### src/rtl/rv_trace_fmt.sv
// Retirement-trace formatter: turns one (pc, op) into "<pc hex>: <disasm>\n", one ASCII byte per cycle.
// Latency: first character is valid one cycle after accept; the line is finished when '\n' is handshaked.
// Backpressure: accepts only in IDLE; a stalled sink freezes all state, so out_char/out_last hold stable.
module rv_trace_fmt #(
    parameter int XLEN        = 32,
    parameter int CNT_W       = 16,
    parameter bit ABI_DEFAULT = 1'b0
) (
    input  logic             clk,
    input  logic             rst,
    input  logic             in_valid,
    output logic             in_ready,
    input  logic [XLEN-1:0]  in_pc,
    input  logic [31:0]      in_op,
    input  logic             abi_en,
    input  logic             abi_sel,
    output logic             out_valid,
    input  logic             out_ready,
    output logic [7:0]       out_char,
    output logic             out_last,
    output logic [CNT_W-1:0] line_count
);
    localparam int NDIG = XLEN / 4;

    localparam logic [0:0] IDLE = 1'b0;
    localparam logic [0:0] EMIT = 1'b1;

    // Segments of a line, emitted in this order; non-jalr lines jump from WORD to NL.
    localparam logic [3:0] SEG_PC    = 4'd0;
    localparam logic [3:0] SEG_SEP   = 4'd1;
    localparam logic [3:0] SEG_WORD  = 4'd2;
    localparam logic [3:0] SEG_RD    = 4'd3;
    localparam logic [3:0] SEG_MID   = 4'd4;
    localparam logic [3:0] SEG_IMM   = 4'd5;
    localparam logic [3:0] SEG_OPEN  = 4'd6;
    localparam logic [3:0] SEG_RS1   = 4'd7;
    localparam logic [3:0] SEG_CLOSE = 4'd8;
    localparam logic [3:0] SEG_NL    = 4'd9;

    localparam logic [1:0] K_NOP  = 2'd0;
    localparam logic [1:0] K_DASH = 2'd1;
    localparam logic [1:0] K_JALR = 2'd2;
    localparam logic [1:0] K_ILL  = 2'd3;

    function automatic logic [7:0] dig(input logic [4:0] v);
        return 8'h30 + {3'b000, v};
    endfunction

    function automatic logic [7:0] hex_chr(input logic [3:0] d);
        return (d < 4'd10) ? (8'h30 + {4'h0, d}) : (8'h57 + {4'h0, d});
    endfunction

    // Returns {length-1, name left-aligned in 5 chars, space padded}.
    function automatic logic [42:0] reg_name(input logic [4:0] r, input logic abi);
        logic [39:0] n;
        logic [2:0]  l;
        n = "     ";
        l = 3'd1;
        if (abi) begin
            case (r)
                5'd0:    begin n = "zero "; l = 3'd3; end
                5'd1:    n = "ra   ";
                5'd2:    n = "sp   ";
                5'd3:    n = "gp   ";
                5'd4:    n = "tp   ";
                5'd8:    begin n = "s0/fp"; l = 3'd4; end
                5'd9:    n = "s1   ";
                default: begin
                    if (r <= 5'd7)       n = {"t", dig(r - 5'd5), "   "};
                    else if (r <= 5'd17) n = {"a", dig(r - 5'd10), "   "};
                    else if (r <= 5'd25) n = {"s", dig(r - 5'd16), "   "};
                    else if (r <= 5'd27) begin n = {"s1", dig(r - 5'd26), "  "}; l = 3'd2; end
                    else                 n = {"t", dig(r - 5'd25), "   "};
                end
            endcase
        end else begin
            if (r < 5'd10)      n = {"x", dig(r), "   "};
            else if (r < 5'd20) begin n = {"x1", dig(r - 5'd10), "  "}; l = 3'd2; end
            else if (r < 5'd30) begin n = {"x2", dig(r - 5'd20), "  "}; l = 3'd2; end
            else                begin n = {"x3", dig(r - 5'd30), "  "}; l = 3'd2; end
        end
        return {l, n};
    endfunction

    logic [0:0]       state_q, state_d;
    logic [3:0]       seg_q, seg_d;
    logic [3:0]       idx_q, idx_d;
    logic [XLEN-1:0]  pc_q, pc_d;
    logic [4:0]       rd_q, rd_d, rs1_q, rs1_d;
    logic [11:0]      imm_q, imm_d;
    logic             abi_q, abi_d;
    logic [1:0]       kind_q, kind_d;
    logic [CNT_W-1:0] line_q, line_d;

    logic [1:0]       kind_in;
    logic [42:0]      rd_nm, rs1_nm;
    logic [3:0]       seg_max, seg_nxt, dsel;
    logic [XLEN-1:0]  pc_sh;
    logic [55:0]      word, word_sh;
    logic [39:0]      nm_sh;
    logic [31:0]      mid_sh;
    logic [11:0]      imm_sh;
    logic [7:0]       ch;
    logic             last;

    assign in_ready   = (state_q == IDLE) && !rst;
    assign out_valid  = (state_q == EMIT);
    assign out_char   = (state_q == EMIT) ? ch : 8'h00;
    assign out_last   = (state_q == EMIT) && last;
    assign line_count = line_q;

    // Classify the incoming instruction once, at accept time.
    always_comb begin
        kind_in = K_ILL;
        if (in_op == 32'h0000_0013)                           kind_in = K_NOP;
        else if (in_op == 32'h0000_4033)                      kind_in = K_DASH;
        else if (in_op[6:0] == 7'b1100111 && in_op[14:12] == 3'b000) kind_in = K_JALR;
    end

    // Character generator: pick the byte for (segment, index) and the segment's last index.
    always_comb begin
        rd_nm   = reg_name(rd_q, abi_q);
        rs1_nm  = reg_name(rs1_q, abi_q);
        dsel    = 4'(NDIG - 1) - idx_q;
        pc_sh   = pc_q >> {dsel, 2'b00};
        case (kind_q)
            K_NOP:   word = "nop    ";
            K_DASH:  word = "-      ";
            K_JALR:  word = "jalr   ";
            default: word = "illegal";
        endcase
        word_sh = word << {idx_q, 3'b000};
        nm_sh   = (seg_q == SEG_RD ? rd_nm[39:0] : rs1_nm[39:0]) << {idx_q, 3'b000};
        mid_sh  = 32'(", 0x") << {idx_q, 3'b000};
        imm_sh  = imm_q << {idx_q, 2'b00};
        ch      = 8'h00;
        last    = 1'b0;
        seg_max = 4'd0;
        seg_nxt = seg_q + 4'd1;
        case (seg_q)
            SEG_PC:    begin ch = hex_chr(pc_sh[3:0]); seg_max = 4'(NDIG - 1); end
            SEG_SEP:   begin ch = (idx_q == 4'd0) ? ":" : " "; seg_max = 4'd1; end
            SEG_WORD:  begin
                ch = word_sh[55:48];
                case (kind_q)
                    K_NOP:   seg_max = 4'd2;
                    K_DASH:  seg_max = 4'd0;
                    K_JALR:  seg_max = 4'd5;
                    default: seg_max = 4'd6;
                endcase
                seg_nxt = (kind_q == K_JALR) ? SEG_RD : SEG_NL;
            end
            SEG_RD:    begin ch = nm_sh[39:32]; seg_max = {1'b0, rd_nm[42:40]}; end
            SEG_MID:   begin ch = mid_sh[31:24]; seg_max = 4'd3; end
            SEG_IMM:   begin ch = hex_chr(imm_sh[11:8]); seg_max = 4'd2; end
            SEG_OPEN:  begin ch = (idx_q == 4'd0) ? " " : "("; seg_max = 4'd1; end
            SEG_RS1:   begin ch = nm_sh[39:32]; seg_max = {1'b0, rs1_nm[42:40]}; end
            SEG_CLOSE: ch = ")";
            default:   begin ch = 8'h0a; last = 1'b1; end
        endcase
    end

    // Next state: capture in IDLE, walk segment/index on each output handshake.
    always_comb begin
        state_d = state_q;
        seg_d   = seg_q;
        idx_d   = idx_q;
        pc_d    = pc_q;
        rd_d    = rd_q;
        rs1_d   = rs1_q;
        imm_d   = imm_q;
        abi_d   = abi_q;
        kind_d  = kind_q;
        line_d  = line_q;
        if (state_q == IDLE) begin
            if (in_valid && in_ready) begin
                state_d = EMIT;
                seg_d   = SEG_PC;
                idx_d   = 4'd0;
                pc_d    = in_pc;
                rd_d    = in_op[11:7];
                rs1_d   = in_op[19:15];
                imm_d   = in_op[31:20];
                abi_d   = abi_en ? abi_sel : ABI_DEFAULT;
                kind_d  = kind_in;
            end
        end else if (out_ready) begin
            if (last) begin
                state_d = IDLE;
                line_d  = line_q + 1'b1;
            end else if (idx_q == seg_max) begin
                seg_d = seg_nxt;
                idx_d = 4'd0;
            end else begin
                idx_d = idx_q + 4'd1;
            end
        end
    end

    // State registers; reset drops any line in flight.
    always_ff @(posedge clk) begin
        if (rst) begin
            state_q <= IDLE;
            seg_q   <= SEG_PC;
            idx_q   <= 4'd0;
            pc_q    <= '0;
            rd_q    <= 5'd0;
            rs1_q   <= 5'd0;
            imm_q   <= 12'd0;
            abi_q   <= 1'b0;
            kind_q  <= K_NOP;
            line_q  <= '0;
        end else begin
            state_q <= state_d;
            seg_q   <= seg_d;
            idx_q   <= idx_d;
            pc_q    <= pc_d;
            rd_q    <= rd_d;
            rs1_q   <= rs1_d;
            imm_q   <= imm_d;
            abi_q   <= abi_d;
            kind_q  <= kind_d;
            line_q  <= line_d;
        end
    end
endmodule

### config.mk
export PLATFORM = sky130hd
export DESIGN_NAME = rv_trace_fmt
export DESIGN_NICKNAME = d
export VERILOG_FILES = /design/src/rtl/rv_trace_fmt.sv
export SDC_FILE = /design/constraint.sdc
export NUM_CORES = 1
export LEC_CHECK = 0
export ABC_CLOCK_PERIOD_IN_PS = 3400
export BUFFER_PORTS_ARGS = -buffer_cell sky130_fd_sc_hd__clkbuf_2
export CAP_MARGIN = 25
export CELL_PAD_IN_SITES_DETAIL_PLACEMENT = 1
export CELL_PAD_IN_SITES_GLOBAL_PLACEMENT = 1
export CORE_MARGIN = 2
export CORE_UTILIZATION = 39
export CTS_BUF_LIST = sky130_fd_sc_hd__clkbuf_16
export CTS_CLUSTER_SIZE = 20
export DETAILED_ROUTE_END_ITERATION = 10
export PLACE_DENSITY = 0.83
export SETUP_SLACK_MARGIN = 0.1
export SYNTH_ARGS = -nofsm -noshare
export SYNTH_HDL_FRONTEND = slang
export SYNTH_SLANG_ARGS = --single-unit
### constraint.sdc
create_clock -name clk -period 3.4 [get_ports clk]
set_input_delay 0.34 -clock clk [delete_from_list [all_inputs] [get_ports clk]]
set_output_delay 0.34 -clock clk [all_outputs]
set_load 0.01 [all_outputs]
==> metrics.txt, run 1 <==
hold-fix buffer count after cts 0; RSZ-0062 raised after global routing yes; final setup fails 0; clock-pin slew on the worst setup and hold paths 0.08 ns; Final Slew Violations 0; Mean Syn Cell Area 7.402 um2; Syn Std Cell Area 6973 um2; RR Startpoint rs1_q[1]; IO Count 97; worst path required time 3.06 ns; Die Wd 137.7 um; Util after Layout 50.40%; Placed Instance Area 7880 um2; run status completed; Core Rows 48; number of fill cells 2216; vias in the first global route 7508; worst path arrival time 3.00 ns; WL per Instance 19.99 um; CTS root buffer clkbuf_16; Critical Path Source rd_q[2]; Storage cell area 1664 um2; Starting DRT DRC Count 506; grt total ovfl 0; crit share post-route 98.28%; DRC viols 0; r2r setup slk 0.24 ns; first-pass GRT wire length 40.16 mm; Yosys cell types 78; WL final 25.73 mm; Slew @ Worst Pin 0.7935 ns; total CTS buffers 9; CTS max path bufs 2; Layout area overhead 25.87%; Min Clock Period, post-route 3.341 ns; total power draw 3.025 mW; number of synthesized register bits 82; synth warn 0; largest net degree at the start of global routing 85; ys async rst share 0%; Worst Reg2Reg Path Length in Cells 11; DIE HEIGHT 137.7 um; CTS tree done; initial antenna violation count 0; Crit. End Element primary output; most common flop cell mapped by yosys dfxtp_1; Rel. slew slack 47.10%; CTS H-tree depth 3; WHS 0.1797 ns; Tightest Hold Check Type in -> reg; most common cell after layout, fill and taps aside nand2_1; synthesized instance count 942; Detail Route Antenna Nets 0; Critical Path Start Type flop; full die area 18970 um2; Max FO, Critical Path 5; WS Path Type reg -> out; Peak VDD IR 0.0002236 V; Nets 1174; Mapped Nets 1059; Fmax achieved 299.3 MHz; max-cap viol count 0; clock skew 0.01303 ns; Worst R2R End seg_q[1]; DR vias/cell 5.953; share of layout cells above drive strength 1 27.40%; Leakage 3.354 nW; PwrDens 344.6 nW/um2; post-DP HPWL 18.58 mm; most frequent cells in the layout nand2_1 (126), clkbuf_2 (91), o21ai_0 (87), dfxtp_1 (74), buf_4 (71); area of the multi-input gates 5351 um2; starting density of the core 40.04%; GRT Total Usage 27.07%; total core area 17420 um2; DR vias 7661; EDFF count, synth 0; CTS sink cnt 82; fin area 8777 um2; first drt pass iteration count 5; worst setup path endpoint out_char[6]; diode count 0; Placer Congestion 0.9563; Clk Latency, worst-skew pair 0.36 ns; Fin. Hold Viols 0; I/O Buffers 95; Seq/Total Area, Yosys 23.54%
## through the flow
stage                     cells  setup WS [ns]  TNS (ns)
after floorplan             942         0.1079         0
after global placement     1253         0.1603         0
after detailed placement   1253        0.06329         0
after CTS                  1276        0.05944         0
after global routing       1287       -0.08627   -0.1802
final                      1287        0.05858         0
## worst min-delay path by stage
stage / from / to / slack (ns) / cells after the start
global route: in_pc[2] / pc_q[2] / 0.19 / 3
finish: in_pc[19] / pc_q[19] / 0.18 / 3
floorplan: imm_q[5] / imm_q[5] / 0.44 / 2
global placement: pc_q[30] / pc_q[30] / 0.46 / 2
detailed placement: pc_q[24] / pc_q[24] / 0.47 / 2
CTS: in_pc[19] / pc_q[19] / 0.18 / 3
## registers in the layout, summed over array words and instances (netlist names)
name	cells
rd_q	5
line_count	16
idx_q	4
pc_q	32
rs1_q	5
seg_q	4
abi_q	1
imm_q	12
kind_q	2
out_valid	1
## timing repair
| action | CTS | global route |
|---|---|---|
| cloned | 0 | 0 |
| gates resized for setup | 56 | 62 |
| setup endpoints to repair | 9 | 9 |
| pin swaps | 14 | 23 |
| buffers inserted | 7 | 11 |
## layer usage
layer / vias to the layer above / part of all wire [%] / GRT usage (%)
li1: 3640 / - / -
met1: 3750 / 45 / 34.92
met2: 236 / 48 / 46.30
met3: 35 / 4.5 / 4.341
met4: 0 / 2.1 / 8.333
met5: - / 0 / 0
## kinds of logic (layout without fill, tap and decap cells)
| family | count (synthesis) | after routing | synth area share, % |
|---|---|---|---|
| AND/OR/NAND/NOR | 370 | 370 | 25.89 |
| adder cells (fa/ha/maj) | 47 | 47 | 8.433 |
| XOR/XNOR | 30 | 30 | 3.768 |
| multiplexers | 23 | 23 | 4.917 |
| flip-flops | 82 | 82 | 23.54 |
| other | 1 | 1 | 0.05378 |
| AO/OA/AOI/OAI | 296 | 296 | 27.85 |
| buffers and inverters | 93 | 213 | 5.545 |
## critical path, cell delays in order, from the launching register on
cell and delay, ns:
dfxtp_4 0.39, inv_8 0.05, ha_4 0.16, o21a_4 0.21, or3b_4 0.39, or4_4 0.44
a31oi_4 0.17, or3_1 0.14, o2111a_1 0.23, o41ai_2 0.07, a21oi_1 0.21, buf_2 0.17
## report_power, final
part	switching (mW)	internal, mW
combinational	0.525	0.378
sequential	0.0462	1.01
clock	0.482	0.585
## synthesized netlist by cell type, types with 6 or more instances
cell	instances	area [um2]
o31ai_1	15	112.6
nor4_1	12	75.07
o22ai_1	12	75.07
a21o_1	9	67.56
inv_1	24	90.09
xor2_1	17	148.9
a31oi_1	10	62.56
mux4_2	8	180.2
buf_1	6	22.52
nor2b_1	12	75.07
o21a_1	7	52.55
mux2i_1	11	110.1
nand2b_1	52	325.3
nor2_1	57	214.0
buf_2	12	60.06
nand2_1	132	495.5
a21oi_1	63	315.3
o211ai_1	7	52.55
xnor2_1	13	113.9
ha_1	47	588.1
nand3_1	27	135.1
clkbuf_1	45	168.9
and2_1	6	37.54
nand4_1	17	106.4
dfxtp_1	82	1642
a211oi_1	11	82.58
nor3_1	29	145.1
o21ai_0	95	475.5
## cell type report
| type | instances | area share [%] |
|---|---|---|
| Clock inverter | 7 | 0.9408 |
| Timing Repair Buffer | 171 | 12.13 |
| Inverter | 26 | 1.226 |
| Sequential cell | 82 | 18.96 |
| Multi-Input combinational cell | 767 | 60.97 |
| Tap cell | 225 | 3.207 |
| Clock buffer | 9 | 2.566 |
No activity file was read; power rests on OpenSTA's default activity.
==> inputs of run 2 (changes only) <==
Settings changed: ABC_CLOCK_PERIOD_IN_PS 3400 to 3900, CORE_UTILIZATION 39 to 46, PLACE_DENSITY 0.83 to 0.92, REMOVE_ABC_BUFFERS from default to 1.
Clock period 3.4 ns to 3.9 ns, I/O delays scaled along.
==> run 2 against run 1 <==
Against the previous run: utilization is 4.0 points higher; non-clock buffer count is 37 lower; clock skew up 0.00051 ns; total power shrank 12%; die area is 15% lower; setup slack better by 0.082 ns; clock power decreased by 4%; critical path depth stayed put; wire length up 1.4%; register-to-register slack gained 0.26 ns; sequential cell count unchanged; via count rose by 1.7%; critical path type unchanged; critical endpoint unchanged; largest power group unchanged; highest routed layer unchanged.
==> metrics.txt, run 2 (synthesis gave the netlist of run 1 again) <==
Final Slew Violations 0 (unchanged); RR Startpoint seg_q[0]; max-cap viol count 0 (unchanged); first drt pass iteration count 7 (+2); Fin. Hold Viols 0 (unchanged); Crit. End Element primary output; Worst Hold Path Cells 3 (unchanged); Nets 1137 (-3.2%); DRC viols 0 (unchanged); crit share post-route 96.39%; Clk Latency, worst-skew pair 0.35 ns (about the same); Tightest Hold Check Type in -> reg; Hold Startpoint in_pc[0]; WL final 26.09 mm (+1.4%); post-DP HPWL 17.82 mm (-4.1%); number of fill cells 1895 (-14%); Critical Path Source rd_q[2]; CTS sink cnt 82 (unchanged); most common cell after layout, fill and taps aside nand2_1; worst path required time 3.51 ns (+0.45 ns); Gate power share 26.0% (-3.9 points); worst path arrival time 3.37 ns (+0.37 ns); r2r setup slk 0.50 ns (+0.26 ns); Setup TNS Final 0 ns (unchanged); Fmax achieved 266.0 MHz; Rel. slew slack 47.38% (+0.28 points); CTS tree done; vias in the first global route 7940 (+5.8%); WS Path Type reg -> out; grt total ovfl 0 (unchanged); Die Wd 127.1 um (-7.7%); CTS max path bufs 2 (unchanged); Clk pwr share 38.9% (+3.6 points); final setup fails 0 (unchanged); Biggest register pc_q; Slew @ Worst Pin 0.7892 ns (-0.004236 ns); GRT Total Usage 31.85% (+4.8 points); DR vias/cell 6.422 (+7.9%); max reg flops 32 (unchanged); Min Clock Period, post-route 3.759 ns; starting density of the core 46.38% (+6.3 points); RSZ-0062 raised after global routing no; share of layout cells above drive strength 1 20.20% (-7.2 points); diode count 0 (unchanged); clock-pin slew on the worst setup and hold paths 0.07 ns (about the same); largest net degree at the start of global routing 85 (unchanged); Starting DRT DRC Count 843 (+67%); Worst R2R End line_count[15]; I/O Buffers 95 (unchanged); total core area 15030 um2 (-14%); Placer Congestion 0.9438 (-1.3%); Leakage 3.141 nW (-6.4%); IO Count 97 (unchanged); switching part of the total power 32.45% (-2.4 points); Worst Reg2Reg Path Length in Cells 10 (-1); Hold Path End pc_q[0]; Storage cell area 1650 um2 (-0.83%); DR vias 7790 (+1.7%); CTS root buffer clkbuf_16; clock skew 0.01354 ns (+0.0005070 ns); Detail Route Antenna Nets 0 (unchanged); Critical Path Start Type flop; most frequent cells in the layout nand2_1 (132), o21ai_0 (94), clkbuf_2 (94), dfxtp_1 (79), a21oi_1 (61); first-pass GRT wire length 41.35 mm (+3.0%); area of the multi-input gates 5065 um2 (-5.4%); run status completed; Pint 1.790 mW (-9.3%); WL per Instance 21.51 um (+7.6%); total power draw 2.650 mW (-12%); PwrDens 324.0 nW/um2 (-6.0%); CTS H-tree depth 3 (unchanged); Layout area overhead 17.26%; Max FO, Critical Path 8 (+3); initial antenna violation count 0 (unchanged); Peak VDD IR 0.0002298 V (+2.8%); total CTS buffers 9 (unchanged); sequential share of power 35.0% (about the same); DIE HEIGHT 127.1 um (-7.7%); Psw 859.8 uW (-18%); Core Rows 45 (-6.3%); full die area 16160 um2 (-15%)
run 2: timing repair:
| action | 4_1_cts | 5_1_grt |
|---|---|---|
| hold buffers | 0 | 0 |
| setup buffers | 2 | 8 |
| resized for setup | 8 | 27 |
| pin swaps | 1 | 7 |
| setup endpoints to repair | 5 | 6 |
run 2: metrics by stage:
step	utilization [%]	instance area [um2]	worst slack, ns	hold slack, ns	cells
floorplan	-	6684	0.5573	0.4440	875
global placement	50.66	7616	0.3346	0.4560	1187
detailed placement	50.66	7616	0.2547	0.4673	1187
CTS	53.23	8003	0.1013	0.2323	1205
global route	54.39	8177	0.06453	0.2480	1213
finish	54.39	8177	0.1407	0.2405	1213
run 2: how the worst max path moves through the flow:
stage | endpoint | slack, ns | cells after the start
5_1_grt | out_char[6] | 0.06 | 11
4_1_cts | out_char[2] | 0.10 | 9
6_report | out_char[6] | 0.14 | 11
2_1_floorplan | out_char[6] | 0.56 | 10
3_3_place_gp | out_char[6] | 0.33 | 11
3_5_place_dp | out_char[6] | 0.25 | 11
run 2: critical path, stage by stage, from the launching register on:
cell	delay, ns
dfxtp_2	0.35
clkinvlp_4	0.22
ha_4	0.25
buf_4	0.17
a211o_2	0.39
or4_4	0.55
a31oi_4	0.20
or3_1	0.12
o2111a_1	0.25
o41ai_2	0.09
a21oi_1	0.24
buf_2	0.19
run 2: metal layers:
layer	share of wire, %	track usage [%]	vias to the layer above
li1	-	-	3565
met1	41	39.60	3807
met2	49	54.40	333
met3	5.4	4.606	85
met4	4.1	15.19	0
met5	0	0	-
run 2: area by class of cell:
type | count | share of cell area (%)
clock buffers | 9 | 2.754
clock inverters | 7 | 1.561
inverters | 26 | 1.285
multi-input cells | 767 | 61.94
flip-flops and latches | 82 | 20.18
well taps | 188 | 2.877
repair buffers | 134 | 9.396
run 2: power groups by stage:
stage	clock network (mW)	registers [mW]	logic (mW)
finish	1.03	0.929	0.690
global placement	0	0.938	0.605
CTS	1.04	0.927	0.641
detailed placement	0	0.942	0.626
floorplan	0	0.945	0.388
global route	1.08	0.932	0.746
